$ cat config.mk
export PLATFORM = sky130hd
export DESIGN_NAME = ecg_bpm_calc_flat
export DESIGN_NICKNAME = d
export VERILOG_FILES = /design/src/rtl/ecg_bpm_calc_if.sv /design/src/rtl/ecg_bpm_calc.sv /design/src/flat_wrapper.sv
export SDC_FILE = /design/constraint.sdc
export NUM_CORES = 1
export LEC_CHECK = 0
export CORE_AREA = 5 5 114 116
export CTS_CLUSTER_DIAMETER = 120
export DETAILED_ROUTE_END_ITERATION = 10
export DIE_AREA = 0 0 119 121
export PLACE_DENSITY = 0.62
export SYNTH_ARGS = -nofsm -noshare
export SYNTH_HDL_FRONTEND = slang
export SYNTH_SLANG_ARGS = --single-unit
$ cat constraint.sdc
create_clock -name clk -period 3.3 [get_ports clk]
set_clock_uncertainty 0.05 [all_clocks]
set_input_delay 0.33 -clock clk [delete_from_list [all_inputs] [get_ports clk]]
set_output_delay 0.33 -clock clk [all_outputs]
set_load 0.02 [all_outputs]
$ cat src/rtl/ecg_bpm_calc_if.sv
// Beat-rate calculator bus: detector strobes in, heart-rate result and status out.
interface ecg_bpm_calc_if;
    logic       sample_tick;
    logic       r_peak;
    logic [7:0] bpm_out;
    logic       bpm_valid;
    logic       no_beat;
    logic       busy;

    // Producer of strobes / consumer of the rate.
    modport master (
        output sample_tick,
        output r_peak,
        input  bpm_out,
        input  bpm_valid,
        input  no_beat,
        input  busy
    );

    // The calculator itself.
    modport slave (
        input  sample_tick,
        input  r_peak,
        output bpm_out,
        output bpm_valid,
        output no_beat,
        output busy
    );
endinterface

$ cat src/rtl/ecg_bpm_calc.sv
// Heart-rate calculator: measures R-R interval in sample ticks and divides
// 60*FS by it with a sequential restoring divider to produce beats per minute.
module ecg_bpm_calc #(
    parameter int unsigned FS      = 360,
    parameter int unsigned MIN_BPM = 30,
    parameter int unsigned MAX_BPM = 250,
    parameter int unsigned CW      = 16
) (
    input  logic           clk,
    input  logic           rst_n,
    ecg_bpm_calc_if.slave  bus
);

    localparam int unsigned DIVIDEND = 60 * FS;
    localparam int unsigned INT_MAX  = DIVIDEND / MIN_BPM;
    localparam int unsigned INT_MIN  = DIVIDEND / MAX_BPM;
    localparam int unsigned SW       = $clog2(CW);

    localparam logic [CW-1:0] DIVIDEND_C = CW'(DIVIDEND);
    localparam logic [CW-1:0] INT_MAX_C  = CW'(INT_MAX);
    localparam logic [CW-1:0] INT_MIN_C  = CW'(INT_MIN);
    localparam logic [CW-1:0] CNT_SAT    = CW'(INT_MAX + 1);
    localparam logic [CW-1:0] BPM_MAX_C  = CW'(255);
    localparam logic [SW-1:0] LAST_STEP  = SW'(CW - 1);

    localparam logic [1:0] WAIT_FIRST = 2'd0;
    localparam logic [1:0] COUNT      = 2'd1;
    localparam logic [1:0] DIV        = 2'd2;
    localparam logic [1:0] DONE       = 2'd3;

    logic [1:0]    state;
    logic [1:0]    state_nxt;
    logic [CW-1:0] cnt;
    logic [CW-1:0] cnt_nxt;
    logic [CW-1:0] dvsr;
    logic [CW-1:0] rem;
    logic [CW-1:0] quo;
    logic [SW-1:0] step;
    logic [7:0]    bpm_q;
    logic          bpm_valid_q;
    logic          no_beat_q;
    logic          busy_q;

    logic          accept_c;
    logic          timeout_c;
    logic          in_range_c;
    logic [CW:0]   shifted_c;
    logic          fits_c;
    logic [CW-1:0] rem_nxt_c;
    logic [7:0]    bpm_sat_c;

    // Next-state decode; an accepted peak outranks the timeout check.
    always_comb begin
        state_nxt  = state;
        accept_c   = 1'b0;
        timeout_c  = 1'b0;
        in_range_c = (cnt >= INT_MIN_C) && (cnt <= INT_MAX_C);
        case (state)
            WAIT_FIRST: begin
                if (bus.r_peak) state_nxt = COUNT;
            end
            COUNT: begin
                if (bus.r_peak && in_range_c) begin
                    accept_c  = 1'b1;
                    state_nxt = DIV;
                end else if (bus.sample_tick && (cnt == INT_MAX_C)) begin
                    timeout_c = 1'b1;
                    state_nxt = WAIT_FIRST;
                end
            end
            DIV: begin
                if (step == LAST_STEP) state_nxt = DONE;
            end
            DONE: begin
                state_nxt = COUNT;
            end
            default: begin
                state_nxt = WAIT_FIRST;
            end
        endcase
    end

    // Interval counter: saturating tick count, restarted by a starting or accepted peak.
    always_comb begin
        cnt_nxt = cnt;
        if ((state != WAIT_FIRST) && bus.sample_tick && (cnt != CNT_SAT))
            cnt_nxt = cnt + CW'(1);
        if (((state == WAIT_FIRST) && bus.r_peak) || accept_c)
            cnt_nxt = '0;
    end

    // One restoring-division step; dividend bits shift out of quo's MSB as quotient bits shift in.
    always_comb begin
        shifted_c = {rem, quo[CW-1]};
        fits_c    = (shifted_c >= {1'b0, dvsr});
        rem_nxt_c = fits_c ? CW'(shifted_c - {1'b0, dvsr}) : shifted_c[CW-1:0];
        bpm_sat_c = (quo > BPM_MAX_C) ? 8'hFF : quo[7:0];
    end

    // State register.
    always_ff @(posedge clk or negedge rst_n) begin
        if (!rst_n) state <= WAIT_FIRST;
        else        state <= state_nxt;
    end

    // Counter and divider datapath.
    always_ff @(posedge clk or negedge rst_n) begin
        if (!rst_n) begin
            cnt  <= '0;
            dvsr <= '0;
            rem  <= '0;
            quo  <= '0;
            step <= '0;
        end else begin
            cnt <= cnt_nxt;
            if (accept_c) begin
                dvsr <= cnt;
                rem  <= '0;
                quo  <= DIVIDEND_C;
                step <= '0;
            end else if (state == DIV) begin
                rem  <= rem_nxt_c;
                quo  <= {quo[CW-2:0], fits_c};
                step <= step + SW'(1);
            end
        end
    end

    // Registered outputs: result publish, timeout, and divider-busy flag.
    always_ff @(posedge clk or negedge rst_n) begin
        if (!rst_n) begin
            bpm_q       <= '0;
            bpm_valid_q <= 1'b0;
            no_beat_q   <= 1'b0;
            busy_q      <= 1'b0;
        end else begin
            bpm_valid_q <= 1'b0;
            busy_q      <= (state_nxt == DIV);
            if (timeout_c) begin
                bpm_q       <= '0;
                no_beat_q   <= 1'b1;
                bpm_valid_q <= 1'b1;
            end else if (state == DONE) begin
                bpm_q       <= bpm_sat_c;
                no_beat_q   <= 1'b0;
                bpm_valid_q <= 1'b1;
            end
        end
    end

    assign bus.bpm_out   = bpm_q;
    assign bus.bpm_valid = bpm_valid_q;
    assign bus.no_beat   = no_beat_q;
    assign bus.busy      = busy_q;

endmodule

$ cat src/flat_wrapper.sv
// flat-port wrapper written by rule: the top's interface ports become plain ports
module ecg_bpm_calc_flat 
#(
    parameter int unsigned FS      = 360,
    parameter int unsigned MIN_BPM = 30,
    parameter int unsigned MAX_BPM = 250,
    parameter int unsigned CW      = 16
)
  (clk, rst_n, bus_sample_tick, bus_r_peak, bus_bpm_out, bus_bpm_valid, bus_no_beat, bus_busy);
  ecg_bpm_calc_if bus_i ();
  input  logic clk;
  input  logic rst_n;
  input wire logic [$bits(bus_i.sample_tick)-1:0] bus_sample_tick;
  input wire logic [$bits(bus_i.r_peak)-1:0] bus_r_peak;
  output wire logic [$bits(bus_i.bpm_out)-1:0] bus_bpm_out;
  output wire logic [$bits(bus_i.bpm_valid)-1:0] bus_bpm_valid;
  output wire logic [$bits(bus_i.no_beat)-1:0] bus_no_beat;
  output wire logic [$bits(bus_i.busy)-1:0] bus_busy;
  assign bus_i.sample_tick = bus_sample_tick;
  assign bus_i.r_peak = bus_r_peak;
  assign bus_bpm_out = bus_i.bpm_out;
  assign bus_bpm_valid = bus_i.bpm_valid;
  assign bus_no_beat = bus_i.no_beat;
  assign bus_busy = bus_i.busy;
  ecg_bpm_calc #(.FS(FS), .MIN_BPM(MIN_BPM), .MAX_BPM(MAX_BPM), .CW(CW)) u_core (.clk(clk), .rst_n(rst_n), .bus(bus_i));
endmodule
* Word level (Yosys, flattened, before mapping)
Cells that the tools add are included.
Operators by class: eq/ne operators 7, mux-type cells 26, order comparisons 4, add/subtract/negate cells 3, reductions and logical operators 12
Operator list (count):
- two-way mux 16 bit | 7
- two-way mux 8 bit | 3
- greater-or-equal comparator 17 x 16 -> 1 bit | 1
- adder 16 x 1 -> 16 bit (second input constant) | 1
- == test 16 x 10 -> 1 bit (second input constant) | 1
- greater-or-equal comparator 16 x 7 -> 1 bit (second input constant) | 1
- > comparator 16 x 8 -> 1 bit (second input constant) | 1
- less-or-equal comparator 16 x 10 -> 1 bit (second input constant) | 1
- inequality test 16 x 10 -> 1 bit (second input constant) | 1
- subtractor 16 bit | 1
- two-way mux 1 bit | 9
- two-way mux 2 bit | 4
- two-way mux 4 bit | 2
- one-hot mux 2 bit (4 select lines) | 1
- nonzero test 2 bit | 4
- == test 2 bit (second input constant) | 3
- logical AND 1 bit | 6
- adder 4 x 1 -> 4 bit (second input constant) | 1
- == test 4 bit (second input constant) | 1
- == test 2 x 1 -> 1 bit (second input constant) | 1
- logical NOT 2 bit | 1
- logical OR 1 bit | 1
Storage, ports and cells: input port bits 4, register bits after elaboration 81

* Logic depth before layout (Yosys ltp)
Gate-level depths: netlist of run 1.
depth after elaboration 7, mapped depth 10, gate-level depth less buffers 9

* Worst setup path after synthesis of run 1
No wires, ideal clock.
path type flip-flop to flip-flop, from register u_core.rem[9], to register u_core.rem[12], buffers on the path 1, data required time 3120 ps, arrival time 2275 ps, slack 845 ps, library setup time 130 ps, clock period less this slack 2455 ps, cell stages (with the launch flop) 9, path through dfrtp_1 > ha_1 > a21oi_4 > o21ai_2 > o2111a_1 > or4_1 > buf_4 > o21ai_4 > o211ai_2
On the way: word-level cells in the longest chain between the ends 4, elaborated cells on any way between the ends 5, those cells by class add/sub (1); order compare (1); mux (3)
Ends and longest elaborated chain:
- from (decl) | RTL line ecg_bpm_calc.sv:36 | logic [CW-1:0] rem;
- from (signal assigned) | RTL line ecg_bpm_calc.sv:122 | rem <= rem_nxt_c;
- subtractor 16 bit or greater-or-equal comparator 17 x 16 -> 1 bit (tied branches) | RTL line ecg_bpm_calc.sv:96, ecg_bpm_calc.sv:95
- two-way mux 16 bit * | RTL line ecg_bpm_calc.sv:96 | rem_nxt_c = fits_c ? CW'(shifted_c - {1'b0, dvsr}) : shifted_c[CW-1:0];
- two-way mux 16 bit * | RTL line ecg_bpm_calc.sv:121 | end else if (state == DIV) begin
- two-way mux 16 bit * | RTL line ecg_bpm_calc.sv:116 | if (accept_c) begin
Mark *: on every way between the ends. The rest lies on a longest branch, timed or not. The select of a mux whose other input is x is not followed. A chain may end at the register's enable or synchronous reset.

* Worst setup path after layout of run 1
from register u_core.rem[9], to register u_core.rem[14]
The elaborated chain is that of the path after synthesis.

==> results of run 1 <==
-- flip-flops by register name, summed over array words and instances, names as in the netlist --
signal,cells
u_core.quo,16
u_core.rem,16
u_core.step,4
u_core.state,2
u_core.bus.bpm_valid,1
u_core.bus.no_beat,1
u_core.cnt,16
u_core.bus.bpm_out,8
u_core.bus.busy,1
u_core.dvsr,16
-- synthesized netlist by cell type, drive strengths merged, types with 5 or more instances --
library cell / count
buf: 10
a21oi: 26
nor2: 49
and2: 5
ha: 20
clkbuf: 12
xor2: 15
o211ai: 9
and3: 5
a211oi: 6
nand3: 15
nor2b: 5
xnor2: 10
nand2: 83
o21ai: 46
nor4: 6
nand4: 18
nand2b: 5
o31ai: 7
dfrtp: 81
inv: 29
nor3: 9
-- logic make-up after synthesis --
family	after synthesis	synth area share, %
AOI/OAI and AO/OA	116	16.99
xor gates and xnor gates	25	4.704
adders and majority gates	21	5.806
buffers and inverters	51	4.758
DFF	81	43.55
muxes	3	0.6452
and+or+nand+nor	220	23.55
-- worst register-to-register path: stages, from the launching register on --
cell and delay, ns:
dfrtp_1 0.40, ha_1 0.42, a21oi_4 0.25, o21ai_2 0.12
o2111a_1 0.30, or4_1 0.75, o21ai_4 0.34, o211ai_2 0.12
-- per-layer routing --
layer  share of wire [%]  routed length (µm)  up-vias
met5                   0                   0        -
met4                0.66                  71        0
met3                 3.6                 386        4
met2                  49                5259       62
met1                  47                4998     1822
li1                    -                   -     1840
-- per-stage QoR --
stage,hold WS (ns),util (%),cell area (µm²)
2_1_floorplan,-0.01559,-,4654
3_3_place_gp,0.4098,41.71,4926
3_5_place_dp,0.4140,41.71,4926
4_1_cts,0.1715,44.74,5284
5_1_grt,0.2139,44.74,5284
6_report,0.1290,44.74,5284
-- how the worst max path moves through the flow --
stage	startpoint	endpoint	slack, ns	cells after the start
finish	u_core.rem[9]	u_core.rem[14]	0.44	7
global route	u_core.rem[9]	u_core.rem[7]	0.30	7
CTS	u_core.rem[9]	u_core.rem[12]	0.47	7
detailed placement	u_core.rem[9]	u_core.rem[12]	0.47	7
global placement	u_core.rem[9]	u_core.rem[9]	0.53	7
floorplan	u_core.rem[9]	u_core.rem[12]	0.84	8
-- layout make-up --
type                    instances  area (µm²)  share of cell area, %
inverters                      29       108.9                  2.060
flip-flops and latches         81        2027                  38.36
repair buffers                 22       197.7                  3.741
multi-input cells             385        2409                  45.58
well taps                     147       183.9                  3.481
clock inverters                 7       132.6                  2.510
clock buffers                   9       225.2                  4.262
-- power by group through the flow --
stage / clock [W] / combinational (W) / sequential, W
floorplan: 0 / 0.0000890 / 0.00107
global placement: 0 / 0.000123 / 0.00109
detailed placement: 0 / 0.000129 / 0.00109
CTS: 0.00123 / 0.000130 / 0.00107
global route: 0.00127 / 0.000151 / 0.00108
finish: 0.00120 / 0.000128 / 0.00107
==> results.tsv, run 1 <==
metric	value	unit
ys.flop_type	dfrtp_1	
area_delta_synth_final	13.52	%
rsz0062_at_grt	no	
clk_path_buf_depth	2	
grt_overflow	0	
dp_cells	664	
pin_count	15	
yosys_warnings	0	
final_common_cell	nand2_1	
power	0.002400	W
grt_busiest_layer	met2	
drive_above_1_share	8.818	%
synth_enable_flop_cells	0	
tns	0	ns
grt_use_total	15.50	%
async_flop_share	100.0	%
worst_path_max_delay_cell	or4_1	
antenna_cells	0	
crit_family	compound AO/OA/AOI/OAI gates	
grtUsageMet3	3.263	%
syn-cell-area	4654	µm²
finalCritPeriodShare	86.73	%
dp_hpwl	7.246	mm
p_seq_share	44.8	%
worstHoldPathType	primary input to async pin	
critPathRequiredTime	3.46	ns
synth.top_cells.by_area	dfrtp_1 44%, nand2_1 6.6%, ha_1 5.4%, nor2_1 3.9%, xor2_1 2.8%	
die_area	14400	µm²
die_x	119	µm
synth_top_area_share	43.55	%
first_pass_iters	4	
grt_pass1_wl	18.38	mm
wirelength	10.72	mm
num_vias	3728	
critPathMaxFanout	10	
gr-usage-met1	20.41	%
synth_top_cell_by_area	dfrtp_1	
portBuffers	14	
worstPathCellList	ha_1 > a21oi_4 > o21ai_2 > o2111a_1 > or4_1 > o21ai_4 > o211ai_2	
h-tree-depth	3	
hold_violations	0	
use_met2	25.47	%
cts_hold_buf	0	
cts_buffers	9	
clock_latency	0.34	ns
wl_per_cell	15.76	µm
r2r_slack	0.44	ns
setup_viol	0	
path_buf_inv	0	
p_sw	0.0005719	W
cts_tree	built	
start_util	39.41	%
dr.first_iter.drc_count	219	
cp-start-kind	flop	
std_cell_rows	40	
ys_seq_elements	81	
syn_inst	517	
peakVddDrop	0.0002752	V
gp_congestion	0.9037	
layout_common_cells	82 x nand2_1, 81 x dfrtp_1, 47 x nor2_1	
drc	0	
p_clk_share	49.9	%
fmax	349.4	MHz
rr_worst_depth	7	
cts-root-buf	clkbuf_16	
first_global_vias	3714	
synth_cell_types	64	
cts_resized	0	
chipHeight	121	µm
critPathKind	flop to flop	
max_slew_margin	31.64	%
p_comb_share	5.3	%
seq_area_frac_synth	43.55	%
core_area	11810	µm²
clkTransAtPathRegs	0.07	ns
cap_viol_max_count	0	
synth_area_per_cell	9.003	µm²
syn_nets	542	
slew_viol_final	0	
fin_nets	553	
antenna_found_initial	0	
post_cts_buffers	0	
vias_per_cell	5.482	
worstSetupEndpointType	flop	
rr_endpoint	u_core.rem[14]	
fill_cells	1143	
p_leak	2.339	nW
finalCriticalPeriod	2.862	ns
swShare	23.83	%
power_density	454.1	nW/µm²
worstMarginPinSlew	1.025	ns
fin_ws	0.4380	ns
cpPeakStageDelay	0.75	ns
critPathArrivalTime	3.02	ns
place_ws	0.4732	ns
status	complete, no violations	
grt_start_max_net_pins	82	
numClockSinks	81	
antenna_left	0	
power.internal	0.001828	W
final_cells	680	
timing.rr.start	u_core.rem[9]	
Power figures use the tool's default switching activity.
==> run 2: changes to the inputs <==
--- a/config.mk
+++ b/config.mk
@@ -5,11 +5,13 @@
 export SDC_FILE = /design/constraint.sdc
 export NUM_CORES = 1
 export LEC_CHECK = 0
-export CORE_AREA = 5 5 114 116
+export CORE_AREA = 5 5 146 92
 export CTS_CLUSTER_DIAMETER = 120
 export DETAILED_ROUTE_END_ITERATION = 10
-export DIE_AREA = 0 0 119 121
-export PLACE_DENSITY = 0.62
+export DIE_AREA = 0 0 151 97
+export DONT_BUFFER_PORTS = 1
+export PLACE_DENSITY = 0.61
+export SETUP_SLACK_MARGIN = 0.1
 export SYNTH_ARGS = -nofsm -noshare
 export SYNTH_HDL_FRONTEND = slang
 export SYNTH_SLANG_ARGS = --single-unit
==> run 2 against run 1 <==
  * Setup slack about the same
  * Sequential share of layout area up 0.69 points
  * Via count up 2.5%
  * Fmax about the same
==> results.tsv, run 2 (synthesized netlist as in run 1, its figures left out) <==
metric	value	unit	change
grt_overflow	0		unchanged
fill_cells	1183		was 1143
vias_per_cell	5.557		was 5.482
wirelength_met1	6.055	mm	was 4.998 mm
worst_path_max_delay_cell	a211oi_1		was or4_1
clk_path_buf_depth	2		unchanged
cpPeakStageDelay	0.54	ns	was 0.75 ns
cp-start-kind	flop		unchanged
power.internal	0.001745	W	was 0.001828 W
h-tree-depth	3		unchanged
timing.rr.start	u_core.rem[1]		was u_core.rem[9]
p_clk_share	47.6	%	was 49.9%
critPathRequiredTime	3.50	ns	was 3.46 ns
numClockSinks	81		unchanged
critPathKind	flop to flop		unchanged
area_delta_synth_final	11.51	%	was 13.52%
chipHeight	97	µm	was 121 µm
gp_congestion	0.9380		was 0.9037
start_util	39.22	%	was 39.41%
tns	0	ns	unchanged
finalCritPeriodShare	86.74	%	was 86.73%
std_cell_rows	31		was 40
cts_tree	built		unchanged
slew_viol_final	0		unchanged
cts_resized	0		unchanged
die_x	151	µm	was 119 µm
wl_per_cell	16.34	µm	was 15.76 µm
antenna_cells	0		unchanged
first_pass_iters	5		was 4
routed.top_layer	met4		unchanged
core_area	11870	µm²	was 11810 µm²
first_global_vias	3501		was 3714
wl_met3	752	µm	was 386 µm
grt_start_max_net_pins	82		unchanged
r2r_slack	0.44	ns	about the same
swShare	24.18	%	was 23.83%
setup_viol	0		unchanged
peakVddDrop	0.0002788	V	was 0.0002752 V
num_vias	3823		was 3728
clkTransAtPathRegs	0.06	ns	was 0.07 ns
crit_path_start	u_core.rem[1]		was u_core.rem[9]
dpl_cell_area	4826	µm²	was 4926 µm²
dp_hpwl	8.107	mm	was 7.246 mm
portBuffers	0		was 14
cts_buffers	9		unchanged
dr.first_iter.drc_count	338		was 219
layout_common_cells	82 x nand2_1, 81 x dfrtp_1, 47 x nor2_1		unchanged
drive_above_1_share	9.369	%	was 8.818%
grt_pass1_wl	18.49	mm	was 18.38 mm
finalInstanceArea	5190	µm²	was 5284 µm²
critPathArrivalTime	3.06	ns	was 3.02 ns
cap_viol_max_count	0		unchanged
worstPathCellList	ha_1 > nand3b_1 > a211oi_1 > nor2_1 > and4b_1 > buf_4 > nor3_1 > o31ai_1		was ha_1 > a21oi_4 > o21ai_2 > o2111a_1 > or4_1 > o21ai_4 > o211ai_2
fin_nets	543		was 553
p_sw	0.0005564	W	was 0.0005719 W
p_leak	2.285	nW	was 2.339 nW
cts-root-buf	clkbuf_16		unchanged
final_common_cell	nand2_1		unchanged
rsz0062_at_grt	no		unchanged
status	complete, no violations		unchanged
die_area	14650	µm²	was 14400 µm²
grt_use_total	15.61	%	was 15.50%
wl_met2	4.360	mm	was 5.259 mm
drc	0		unchanged
power_density	443.4	nW/µm²	was 454.1 nW/µm²
fmax	349.4	MHz	about the same
min_from	bus_r_peak		
hold_violations	0		unchanged
max_slew_margin	48.02	%	was 31.64%
clock_latency	0.34	ns	about the same
worstHoldPathType	primary input to flop		was primary input to async pin
finalCriticalPeriod	2.862	ns	about the same
p_seq_share	46.8	%	was 44.8%
antenna_found_initial	0		unchanged
critPathMaxFanout	6		was 10
wirelength	11.24	mm	was 10.72 mm
worstSetupEndpointType	flop		unchanged
p_comb_share	5.6	%	was 5.3%
antenna_left	0		unchanged
worstMarginPinSlew	0.7796	ns	was 1.025 ns
pin_count	15		unchanged
[run 2: final timing paths]
path                                   end  cells past startpoint
max                          u_core.rem[8]                      8
min                        u_core.state[0]                      2
max reg2reg                  u_core.rem[8]                      8
min reg2reg                 u_core.dvsr[0]                      2
max in group asynchronous   u_core.dvsr[4]                      2
min in group asynchronous  u_core.dvsr[13]                      2
[run 2: power by group through the flow]
stage / clock network, W / logic [W] / registers [W]
6_report: 0.00109 / 0.000129 / 0.00108
5_1_grt: 0.00116 / 0.000147 / 0.00108
4_1_cts: 0.00112 / 0.000132 / 0.00108
3_5_place_dp: 0 / 0.000105 / 0.00109
3_3_place_gp: 0 / 0.0000990 / 0.00109
2_1_floorplan: 0 / 0.0000890 / 0.00107
[run 2: metrics by stage]
| step | worst slack (ns) | power, W | utilization (%) | instances | hold slack [ns] |
|---|---|---|---|---|---|
| global route | 0.2716 | 0.002388 | 43.73 | 688 | 0.1729 |
| finish | 0.4377 | 0.002301 | 43.73 | 688 | 0.1551 |
| detailed placement | 0.4546 | 0.001199 | 40.66 | 670 | -0.01269 |
| global placement | 0.4474 | 0.001191 | 40.66 | 670 | -0.01226 |
| floorplan | 0.8449 | 0.001163 | - | 517 | -0.01559 |
| CTS | 0.4392 | 0.002329 | 43.73 | 688 | 0.1429 |
[run 2: what timing repair did]
| item | in CTS | in global routing |
|---|---|---|
| endpoints found under the hold margin | 81 | 0 |
| hold buffers | 2 | 0 |
| setup buffers | 0 | 0 |
[run 2: per-layer routing]
| layer | vias to the layer above | GRT usage [%] |
|---|---|---|
| met4 | 0 | 2.855 |
| li1 | 1823 | - |
| met2 | 109 | 19.88 |
| met1 | 1882 | 24.98 |
| met3 | 9 | 5.418 |
| met5 | - | 0 |
[run 2: final cells by class]
type | count | area (µm²) | area share [%]
Inverter | 29 | 108.9 | 2.097
Timing Repair Buffer | 12 | 112.6 | 2.170
Sequential cell | 81 | 2027 | 39.05
Clock buffer | 9 | 225.2 | 4.339
Multi-Input combinational cell | 385 | 2409 | 46.41
Clock inverter | 7 | 101.3 | 1.953
Tap cell | 165 | 206.4 | 3.978
[run 2: critical path, delay by kind of cell, from the launching register on]
family | cells | cell delay (ns)
compound gates | 2 | 0.76
fa+ha+maj | 1 | 0.38
simple gates | 4 | 0.95
flops | 1 | 0.42
buf+inv | 1 | 0.22
==> run 3: changes to the inputs <==
--- a/config.mk
+++ b/config.mk
@@ -15,3 +15,4 @@
 export SYNTH_ARGS = -nofsm -noshare
 export SYNTH_HDL_FRONTEND = slang
 export SYNTH_SLANG_ARGS = --single-unit
+export TNS_END_PERCENT = 10
==> results of run 3 <==
Final layout, timing and power as in run 2 (identical DEF).
